--- src/rtl/vru_pkg.sv ---
// Shared types and defaults for the vector reduce/accumulate unit.
// Mode codes, lane type, chain-id width and group size.
package vru_pkg;

  localparam int VRU_N      = 8;
  localparam int VRU_M      = 2;
  localparam int VRU_DW     = 32;
  localparam int VRU_CHAINS = 4;
  localparam int VRU_CW     = (VRU_CHAINS > 1) ? $clog2(VRU_CHAINS) : 1;
  localparam int VRU_GS     = VRU_N / VRU_M;

  typedef enum logic [2:0] {
    PASS      = 3'd0,
    SUM_ALL   = 3'd1,
    SUM_GROUP = 3'd2,
    ACC_ALL   = 3'd3,
    ACC_GROUP = 3'd4
  } mode_e;

  typedef logic [VRU_DW-1:0] lane_t;

endpackage

--- src/rtl/vector_reduce_accumulate_unit_if.sv ---
// Config port, input beat and output beat of the reduce/accumulate unit.
// master drives config/input and observes output; slave is the unit.
interface vector_reduce_accumulate_unit_if
  import vru_pkg::*;
#(
  parameter int N          = VRU_N,
  parameter int DATA_WIDTH = VRU_DW,
  parameter int CW         = VRU_CW
) ();

  logic                         cfg_we;
  logic [CW-1:0]                cfg_chain;
  logic [2:0]                   cfg_mode;
  logic                         valid_in;
  logic                         eof_in;
  logic [CW-1:0]                chainId_in;
  logic [N-1:0][DATA_WIDTH-1:0] vector_in;
  logic                         valid_out;
  logic                         eof_out;
  logic [CW-1:0]                chainId_out;
  logic [N-1:0][DATA_WIDTH-1:0] vector_out;

  modport master (
    output cfg_we, cfg_chain, cfg_mode,
    output valid_in, eof_in, chainId_in, vector_in,
    input  valid_out, eof_out, chainId_out, vector_out
  );

  modport slave (
    input  cfg_we, cfg_chain, cfg_mode,
    input  valid_in, eof_in, chainId_in, vector_in,
    output valid_out, eof_out, chainId_out, vector_out
  );

endinterface

--- src/rtl/group_adder_tree.sv ---
// Combinational M group sums of an N-lane vector, plus their total.
// Ports: vec (N lanes in), grp (M sums out), total (sum of grp).
module group_adder_tree #(
  parameter int N          = 8,
  parameter int M          = 2,
  parameter int DATA_WIDTH = 32
) (
  input  logic [N-1:0][DATA_WIDTH-1:0] vec,
  output logic [M-1:0][DATA_WIDTH-1:0] grp,
  output logic [DATA_WIDTH-1:0]        total
);

  localparam int GS = N / M;

  always_comb begin
    grp = '0;
    for (int g = 0; g < M; g++) begin
      for (int i = 0; i < GS; i++) begin
        grp[g] = grp[g] + vec[g*GS+i];
      end
    end
  end

  always_comb begin
    total = '0;
    for (int g = 0; g < M; g++) begin
      total = total + grp[g];
    end
  end

endmodule

--- src/rtl/vector_reduce_accumulate_unit.sv ---
// Two-stage per-chain vector reducer / frame accumulator.
// Ports: clk, rst_n (async low), bus (config, input and output beats).
module vector_reduce_accumulate_unit
  import vru_pkg::*;
#(
  parameter int N          = VRU_N,
  parameter int M          = VRU_M,
  parameter int DATA_WIDTH = VRU_DW,
  parameter int MAX_CHAINS = VRU_CHAINS
) (
  input  logic                            clk,
  input  logic                            rst_n,
  vector_reduce_accumulate_unit_if.slave  bus
);

  localparam int CW = (MAX_CHAINS > 1) ? $clog2(MAX_CHAINS) : 1;

  typedef logic [N-1:0][DATA_WIDTH-1:0] vec_t;
  typedef logic [M-1:0][DATA_WIDTH-1:0] grp_t;

  logic [MAX_CHAINS-1:0][2:0] mode_q;
  logic [MAX_CHAINS-1:0][M-1:0][DATA_WIDTH-1:0] acc;

  grp_t                  grp;
  logic [DATA_WIDTH-1:0] total;

  logic                  s1_valid;
  logic                  s1_eof;
  logic [CW-1:0]         s1_chain;
  logic [2:0]            s1_mode;
  vec_t                  s1_vec;
  grp_t                  s1_grp;
  logic [DATA_WIDTH-1:0] s1_total;

  logic                  is_acc;
  logic                  out_fire;
  logic                  acc_upd;
  grp_t                  sums;
  grp_t                  acc_rd;
  grp_t                  acc_nxt;
  vec_t                  res;

  group_adder_tree #(
    .N          (N),
    .M          (M),
    .DATA_WIDTH (DATA_WIDTH)
  ) u_tree (
    .vec   (bus.vector_in),
    .grp   (grp),
    .total (total)
  );

  always_ff @(posedge clk or negedge rst_n) begin
    if (!rst_n) begin
      mode_q <= '0;
    end else if (bus.cfg_we) begin
      mode_q[bus.cfg_chain] <= bus.cfg_mode;
    end
  end

  // Mode is read before this edge's config write lands.
  always_ff @(posedge clk or negedge rst_n) begin
    if (!rst_n) begin
      s1_valid <= 1'b0;
      s1_eof   <= 1'b0;
      s1_chain <= '0;
      s1_mode  <= '0;
      s1_vec   <= '0;
      s1_grp   <= '0;
      s1_total <= '0;
    end else begin
      s1_valid <= bus.valid_in;
      s1_eof   <= bus.eof_in;
      s1_chain <= bus.chainId_in;
      s1_mode  <= mode_q[bus.chainId_in];
      s1_vec   <= bus.vector_in;
      s1_grp   <= grp;
      s1_total <= total;
    end
  end

  assign is_acc   = (s1_mode == ACC_ALL) || (s1_mode == ACC_GROUP);
  assign out_fire = s1_valid && (!is_acc || s1_eof);
  assign acc_upd  = s1_valid && is_acc;
  assign acc_rd   = acc[s1_chain];

  always_comb begin
    sums = '0;
    if (s1_mode == ACC_ALL) begin
      sums[0] = s1_total;
    end else begin
      sums = s1_grp;
    end
  end

  always_comb begin
    acc_nxt = '0;
    for (int g = 0; g < M; g++) begin
      acc_nxt[g] = acc_rd[g] + sums[g];
    end
  end

  always_comb begin
    res = '0;
    unique case (1'b1)
      s1_mode == SUM_ALL: begin
        res[0] = s1_total;
      end
      s1_mode == SUM_GROUP: begin
        for (int g = 0; g < M; g++) res[g] = s1_grp[g];
      end
      is_acc: begin
        for (int g = 0; g < M; g++) res[g] = acc_nxt[g];
      end
      default: res = s1_vec;
    endcase
  end

  // A config write to a chain clears its accumulator and beats any
  // stage-2 update landing on the same edge.
  always_ff @(posedge clk or negedge rst_n) begin
    if (!rst_n) begin
      acc <= '0;
    end else begin
      for (int c = 0; c < MAX_CHAINS; c++) begin
        if (bus.cfg_we && bus.cfg_chain == CW'(c)) begin
          acc[c] <= '0;
        end else if (acc_upd && s1_chain == CW'(c)) begin
          acc[c] <= s1_eof ? '0 : acc_nxt;
        end
      end
    end
  end

  always_ff @(posedge clk or negedge rst_n) begin
    if (!rst_n) begin
      bus.valid_out   <= 1'b0;
      bus.eof_out     <= 1'b0;
      bus.chainId_out <= '0;
      bus.vector_out  <= '0;
    end else begin
      bus.valid_out <= out_fire;
      bus.eof_out   <= out_fire && s1_eof;
      if (out_fire) begin
        bus.chainId_out <= s1_chain;
        bus.vector_out  <= res;
      end
    end
  end

endmodule

--- src/flat_wrapper.sv ---
// flat-port wrapper written by rule: the top's interface ports become plain ports
module vector_reduce_accumulate_unit_flat import vru_pkg::*;
#(
  parameter int N          = VRU_N,
  parameter int M          = VRU_M,
  parameter int DATA_WIDTH = VRU_DW,
  parameter int MAX_CHAINS = VRU_CHAINS
)
  (clk, rst_n, bus_cfg_we, bus_cfg_chain, bus_cfg_mode, bus_valid_in, bus_eof_in, bus_chainId_in, bus_vector_in, bus_valid_out, bus_eof_out, bus_chainId_out, bus_vector_out);
  vector_reduce_accumulate_unit_if #(.N(N), .DATA_WIDTH(DATA_WIDTH), .CW(2)) bus_i ();
  input  logic clk;
  input  logic rst_n;
  input wire logic [$bits(bus_i.cfg_we)-1:0] bus_cfg_we;
  input wire logic [$bits(bus_i.cfg_chain)-1:0] bus_cfg_chain;
  input wire logic [$bits(bus_i.cfg_mode)-1:0] bus_cfg_mode;
  input wire logic [$bits(bus_i.valid_in)-1:0] bus_valid_in;
  input wire logic [$bits(bus_i.eof_in)-1:0] bus_eof_in;
  input wire logic [$bits(bus_i.chainId_in)-1:0] bus_chainId_in;
  input wire logic [$bits(bus_i.vector_in)-1:0] bus_vector_in;
  output wire logic [$bits(bus_i.valid_out)-1:0] bus_valid_out;
  output wire logic [$bits(bus_i.eof_out)-1:0] bus_eof_out;
  output wire logic [$bits(bus_i.chainId_out)-1:0] bus_chainId_out;
  output wire logic [$bits(bus_i.vector_out)-1:0] bus_vector_out;
  assign bus_i.cfg_we = bus_cfg_we;
  assign bus_i.cfg_chain = bus_cfg_chain;
  assign bus_i.cfg_mode = bus_cfg_mode;
  assign bus_i.valid_in = bus_valid_in;
  assign bus_i.eof_in = bus_eof_in;
  assign bus_i.chainId_in = bus_chainId_in;
  assign bus_i.vector_in = bus_vector_in;
  assign bus_valid_out = bus_i.valid_out;
  assign bus_eof_out = bus_i.eof_out;
  assign bus_chainId_out = bus_i.chainId_out;
  assign bus_vector_out = bus_i.vector_out;
  vector_reduce_accumulate_unit #(.N(N), .M(M), .DATA_WIDTH(DATA_WIDTH), .MAX_CHAINS(MAX_CHAINS)) u_core (.clk(clk), .rst_n(rst_n), .bus(bus_i));
endmodule
--- config.mk ---
export PLATFORM = sky130hd
export DESIGN_NAME = vector_reduce_accumulate_unit_flat
export DESIGN_NICKNAME = d
export VERILOG_FILES = /design/src/rtl/vru_pkg.sv /design/src/rtl/vector_reduce_accumulate_unit_if.sv /design/src/rtl/group_adder_tree.sv /design/src/rtl/vector_reduce_accumulate_unit.sv /design/src/flat_wrapper.sv
export SDC_FILE = /design/constraint.sdc
export NUM_CORES = 2
export LEC_CHECK = 0
export CORE_ASPECT_RATIO = 0.8
export CORE_MARGIN = 10
export CORE_UTILIZATION = 33
export DETAILED_ROUTE_END_ITERATION = 7
export SYNTH_ARGS = -nofsm -noshare
export SYNTH_HDL_FRONTEND = slang
export SYNTH_SLANG_ARGS = --single-unit
--- constraint.sdc ---
create_clock -name clk -period 8.3 [get_ports clk]
set_input_delay 0.83 -clock clk [delete_from_list [all_inputs] [get_ports clk]]
set_output_delay 0.83 -clock clk [all_outputs]
set_load 0.02 [all_outputs]
Yosys cells after proc, flatten, opt, wreduce, memory -nomap -nowiden --
Cells that the tools add are included.
Word-level totals: bits in registers 887, bits in writable memories 0, bits in latches 0, output and inout port bits 260, memories kept 0, bits in read-only memories 0
Operators by class: bitwise gates (word level) 0, multipliers 0, $add $sub $neg 9, equal/unequal tests 10, order comparisons 4, shift operators 0, div/mod/pow operators 0, reduce and logical (&&, ||, !) cells 22, muxes and demuxes 21
Operators with widths (count):
- $mux 64 | 10
- $add 32x32->32 | 9
- $mux 192 | 1
- $pmux 32 s3 | 2
- $bmux 64 s2 | 1
- $mux 32 | 2
- $bwmux 12 | 1
- $logic_and 1x1->1 | 12
- $lt 2x3->1 const B | 3
- $eq 2x2->1 const B | 4
- $reduce_bool 2->1 | 4
- $bmux 3 s2 | 1
- $demux 3 s2 | 1
- $eq 3x2->1 const B | 2
- $mux 3 | 2
- $eq 2x1->1 const B | 2
- $logic_not 2->1 | 2
- $eq 3x1->1 const B | 1
- $eq 3x3->1 const B | 1
- $reduce_or 3->1 | 1
- $ge 2x1->1 const B | 1
- $logic_or 1x1->1 | 2
- $logic_not 1->1 | 1

Depth between registers and ports, before layout --
depth after elaboration 6, mapped depth 25, gate-level depth less buffers 25

Modules after synthesis --
A second synthesis with hierarchy kept.
Unflattened totals: cells, all modules 4154, area, all modules 44377.6 um^2
By module, submodules not included:
- vector_reduce_accumulate_unit | seq. area each 22196.3 um^2, times used 1, area each 35865.6 um^2, cells an instance 3061
- group_adder_tree | seq. area each 0.0 um^2, times used 1, area each 8511.9 um^2, cells an instance 1093

Worst setup path before layout --
OpenSTA, ideal clock, no wires.
kind input-to-reg, from in bus_vector_in[129], to reg u_core.s1_total[30], setup slack 2122 ps, stages on the path 25, setup time 67 ps, required time 8233 ps, arrival time 6111 ps, cells stage by stage inv_1 fa_1 fa_1 inv_1 ha_1 fa_1 a211oi_1 o21bai_1 o311a_1 o21ai_0 a21boi_0 a21oi_1 ha_1 a21o_1 a21o_1 a21o_1 a31oi_1 o21ai_0 a41o_1 nand2b_1 o31ai_4 a211oi_4 o21ai_4 a2111oi_2 a311o_1
RTL lines:
- from (decl) | line flat_wrapper.sv:19 | input wire logic [$bits(bus_i.vector_in)-1:0] bus_vector_in;
- to (signal assigned) | line vector_reduce_accumulate_unit.sv:78 | s1_total <= total;
- to (decl) | line vector_reduce_accumulate_unit.sv:33 | logic [DATA_WIDTH-1:0] s1_total;

==> impl_metrics.tcl <==
set metrics [dict create \
    dieArea_um2 148000 \
    r2r_cells 14 \
    syn_avg_cell_area_um2 11.0 \
    r2r_end "u_core.bus.vector_out[61]" \
    cts_tree "yes" \
    gp_congestion 0.933 \
    fill_cells 12505 \
    tightest_slew_ps 1160 \
    fin_worst_skew_ps 28.7 \
    internal_power_mw 11.6 \
    drt_first_iter_violations 3314 \
    post_cts_buffers 0 \
    slowest_stage "clkdlybuf4s50_1" \
    required_ps 8950 \
    clk_latency_ps 710 \
    synthTopCellsByCount "dfrtp_1 (887), nand2_1 (585), inv_1 (335), a22o_1 (253), nand3_1 (218)" \
    period_share_pct 83.4 \
    crit_type "in -> reg" \
    cts.path.max_buffers 3 \
    yosys_register_bits 887 \
    synth-async-reset-ratio_pct 100 \
    die_height_um 347 \
    p_sw_mw 8.31 \
    crit_path_end_kind "flop" \
    worstPathArrival_ps 7570 \
    start_util_pct 33.3 \
    comb_power_share_pct 46.8 \
    coreArea_um2 132000 \
    h-tree-depth 3 \
    synth_area_leader_cell "dfrtp_1" \
    rsz0062_at_grt "no" \
    synth-edff-count 0 \
    multiInputGateArea_um2 19900 \
    vias 34002 \
    finalMaxSlewViolations 0 \
    utilization_pct 41.6 \
    routed_wl_mm 167 \
    ir_drop_mv 0.193 \
    r2r_setup_slack_ps 2730 \
    grt_first_pass_wirelength_mm 242 \
    synth_top_cell_area_share_pct 50.4 \
    finalHoldViolCount 0 \
    p_per_area_nw_per_um2 364 \
    slowest_delay_ps 500 \
    yosys_warnings 0 \
    seqPwrFrac_pct 29.7 \
    seq_area_frac_synth_pct 50.4 \
    post_dp_cell_area_um2 51400 \
    yosysMostFrequentCell "dfrtp_1" \
    firstDrtPassIters 8 \
    rr_startpoint "u_core.s1_chain[0]" \
    setup_violations 0 \
    fmax_ghz 0.145 \
    first_global_vias 34223 \
    finalPower_mw 20.0 \
    drv_cap 0 \
    min_period_ps 6920 \
    final_cell_area_um2 54900 \
    cts.sinks 887 \
    vias_per_cell 5.36 \
    cts_root_buffer "clkbuf_16" \
    outcome "finished clean" \
    synth_cells 4004 \
    path_max_fanout 6 \
    start_kind "primary input" \
    yosys-top-cells-area "dfrtp_1 (50%), fa_1 (5.8%), a22o_1 (5.0%), nand2_1 (5.0%), ha_1 (4.4%)" \
    nets 5044 \
    dieWidth_um 428 \
    pwr-share-clk_pct 23.4 \
    antenna_found_initial 23 \
    syn-num-nets 4554 \
    synth-main-ff-cell "dfrtp_1" \
    cts_resized 0 \
    cts_buffers 97 \
    register_area_um2 22200 \
    port_buffers 527 \
    sw_frac_of_total_pct 41.6 \
    rows 119 \
    slew_headroom_pct 22.5 \
    synthDistinctLibCells 94 \
    remaining_drc_errors 0 \
    area_growth_pct 24.7 \
    p_leak_nw 25.7 \
    wl_per_cell_um 26.2 \
    antenna_left 0 \
    holdBufCountCts 0 \
    path_clk_slew_ps 60 \
    syn_area_um2 44000 \
    min_path_type "in -> async" \
    grt_usage_pct 21.7 \
    fin_setup_tns_ps 0 \
    hpwlAfterDp_mm 123 \
    io_pins 528 \
    grt_max_degree 174 \
    layout-drive-gt1-share_pct 9.40 \
    grt_overflow 0 \
]
how the worst max path moves through the flow:
| stage | start | slack [ps] | to | cells after the start |
|---|---|---|---|---|
| final | bus_vector_in[129] | 1380 | u_core.s1_total[30] | 26 |
| after global placement | bus_vector_in[129] | 850 | u_core.s1_total[30] | 26 |
| after floorplan | bus_vector_in[129] | 2120 | u_core.s1_total[30] | 25 |
| after global routing | bus_vector_in[129] | 1120 | u_core.s1_total[30] | 26 |
| after detailed placement | bus_vector_in[129] | 730 | u_core.s1_total[30] | 26 |
| after CTS | bus_vector_in[129] | 1470 | u_core.s1_total[30] | 26 |
per-layer routing:
metal / global-route usage (%) / part of all wire, %
met4: 6.20 / 2.7
met2: 33.4 / 45
met5: 0.868 / 0.14
met1: 29.7 / 43
met3: 6.00 / 9.0
power by group through the flow:
stage | logic, mW | clock network (mW) | registers [mW]
finish | 9.34 | 4.68 | 5.93
global route | 10.0 | 4.91 | 6.01
CTS | 9.27 | 4.75 | 5.91
detailed placement | 9.21 | 0 | 5.97
global placement | 9.17 | 0 | 5.96
floorplan | 5.35 | 0 | 6.16
cell families after synthesis:
logic type | Yosys count | synth area share (%)
and+or+nand+nor | 1133 | 11.5
AOI/OAI and AO/OA | 864 | 14.4
DFF | 887 | 50.4
buffers and inverters | 535 | 4.56
adders and majority gates | 282 | 10.2
xor gates and xnor gates | 160 | 3.37
muxes | 143 | 5.55
area by class of cell:
class | count | area share [%]
diodes | 15 | 0.0684
clock buffers | 131 | 5.02
clock inverters | 49 | 1.17
inverters | 336 | 2.31
multi-input cells | 2582 | 36.3
flip-flops and latches | 887 | 40.5
well taps | 1754 | 4.00
repair buffers | 590 | 10.7
metrics by stage:
step	setup slack [ps]	std cells	hold slack (ps)
floorplan	2120	4004	440
global placement	849	6149	444
detailed placement	735	6149	449
CTS	1470	6329	158
global route	1120	6341	181
finish	1380	6344	151
worst max-delay path, delay by kind of cell:
kind	cells	cell delay (ps)
AOI/OAI and AO/OA	17	3940
adders and majority gates	5	2020
buffers and inverters	3	620
and+or+nand+nor	1	160
state kept, by name, summed over array words and instances (netlist names):
| register | flops |
|---|---|
| u_core.acc | 256 |
| u_core.s1_chain | 2 |
| u_core.bus.eof_out | 1 |
| u_core.s1_vec | 256 |
| u_core.s1_total | 32 |
| u_core.s1_mode | 3 |
| u_core.s1_grp | 64 |
| u_core.s1_eof | 1 |
| u_core.bus.valid_out | 1 |
| u_core.bus.chainId_out | 2 |
| u_core.s1_valid | 1 |
| u_core.bus.vector_out | 256 |
| u_core.mode_q | 12 |
cell usage in the layout (no fill, tap or decap), types with 25 or more instances in the layout:
cell,n
o21ai_0,143
nand2_1,584
clkdlybuf4s50_1,526
a21o_1,69
dfrtp_1,882
o211ai_1,25
mux2_2,53
a222oi_1,30
a21oi_1,143
xnor2_1,107
mux4_2,75
xor2_1,46
nor3_1,37
fa_1,127
and2_1,42
a22o_1,253
nand3_1,218
buf_4,55
nor2b_1,41
inv_1,335
ha_1,155
clkbuf_16,99
nor2_1,118
Power figures use the tool's default switching activity.
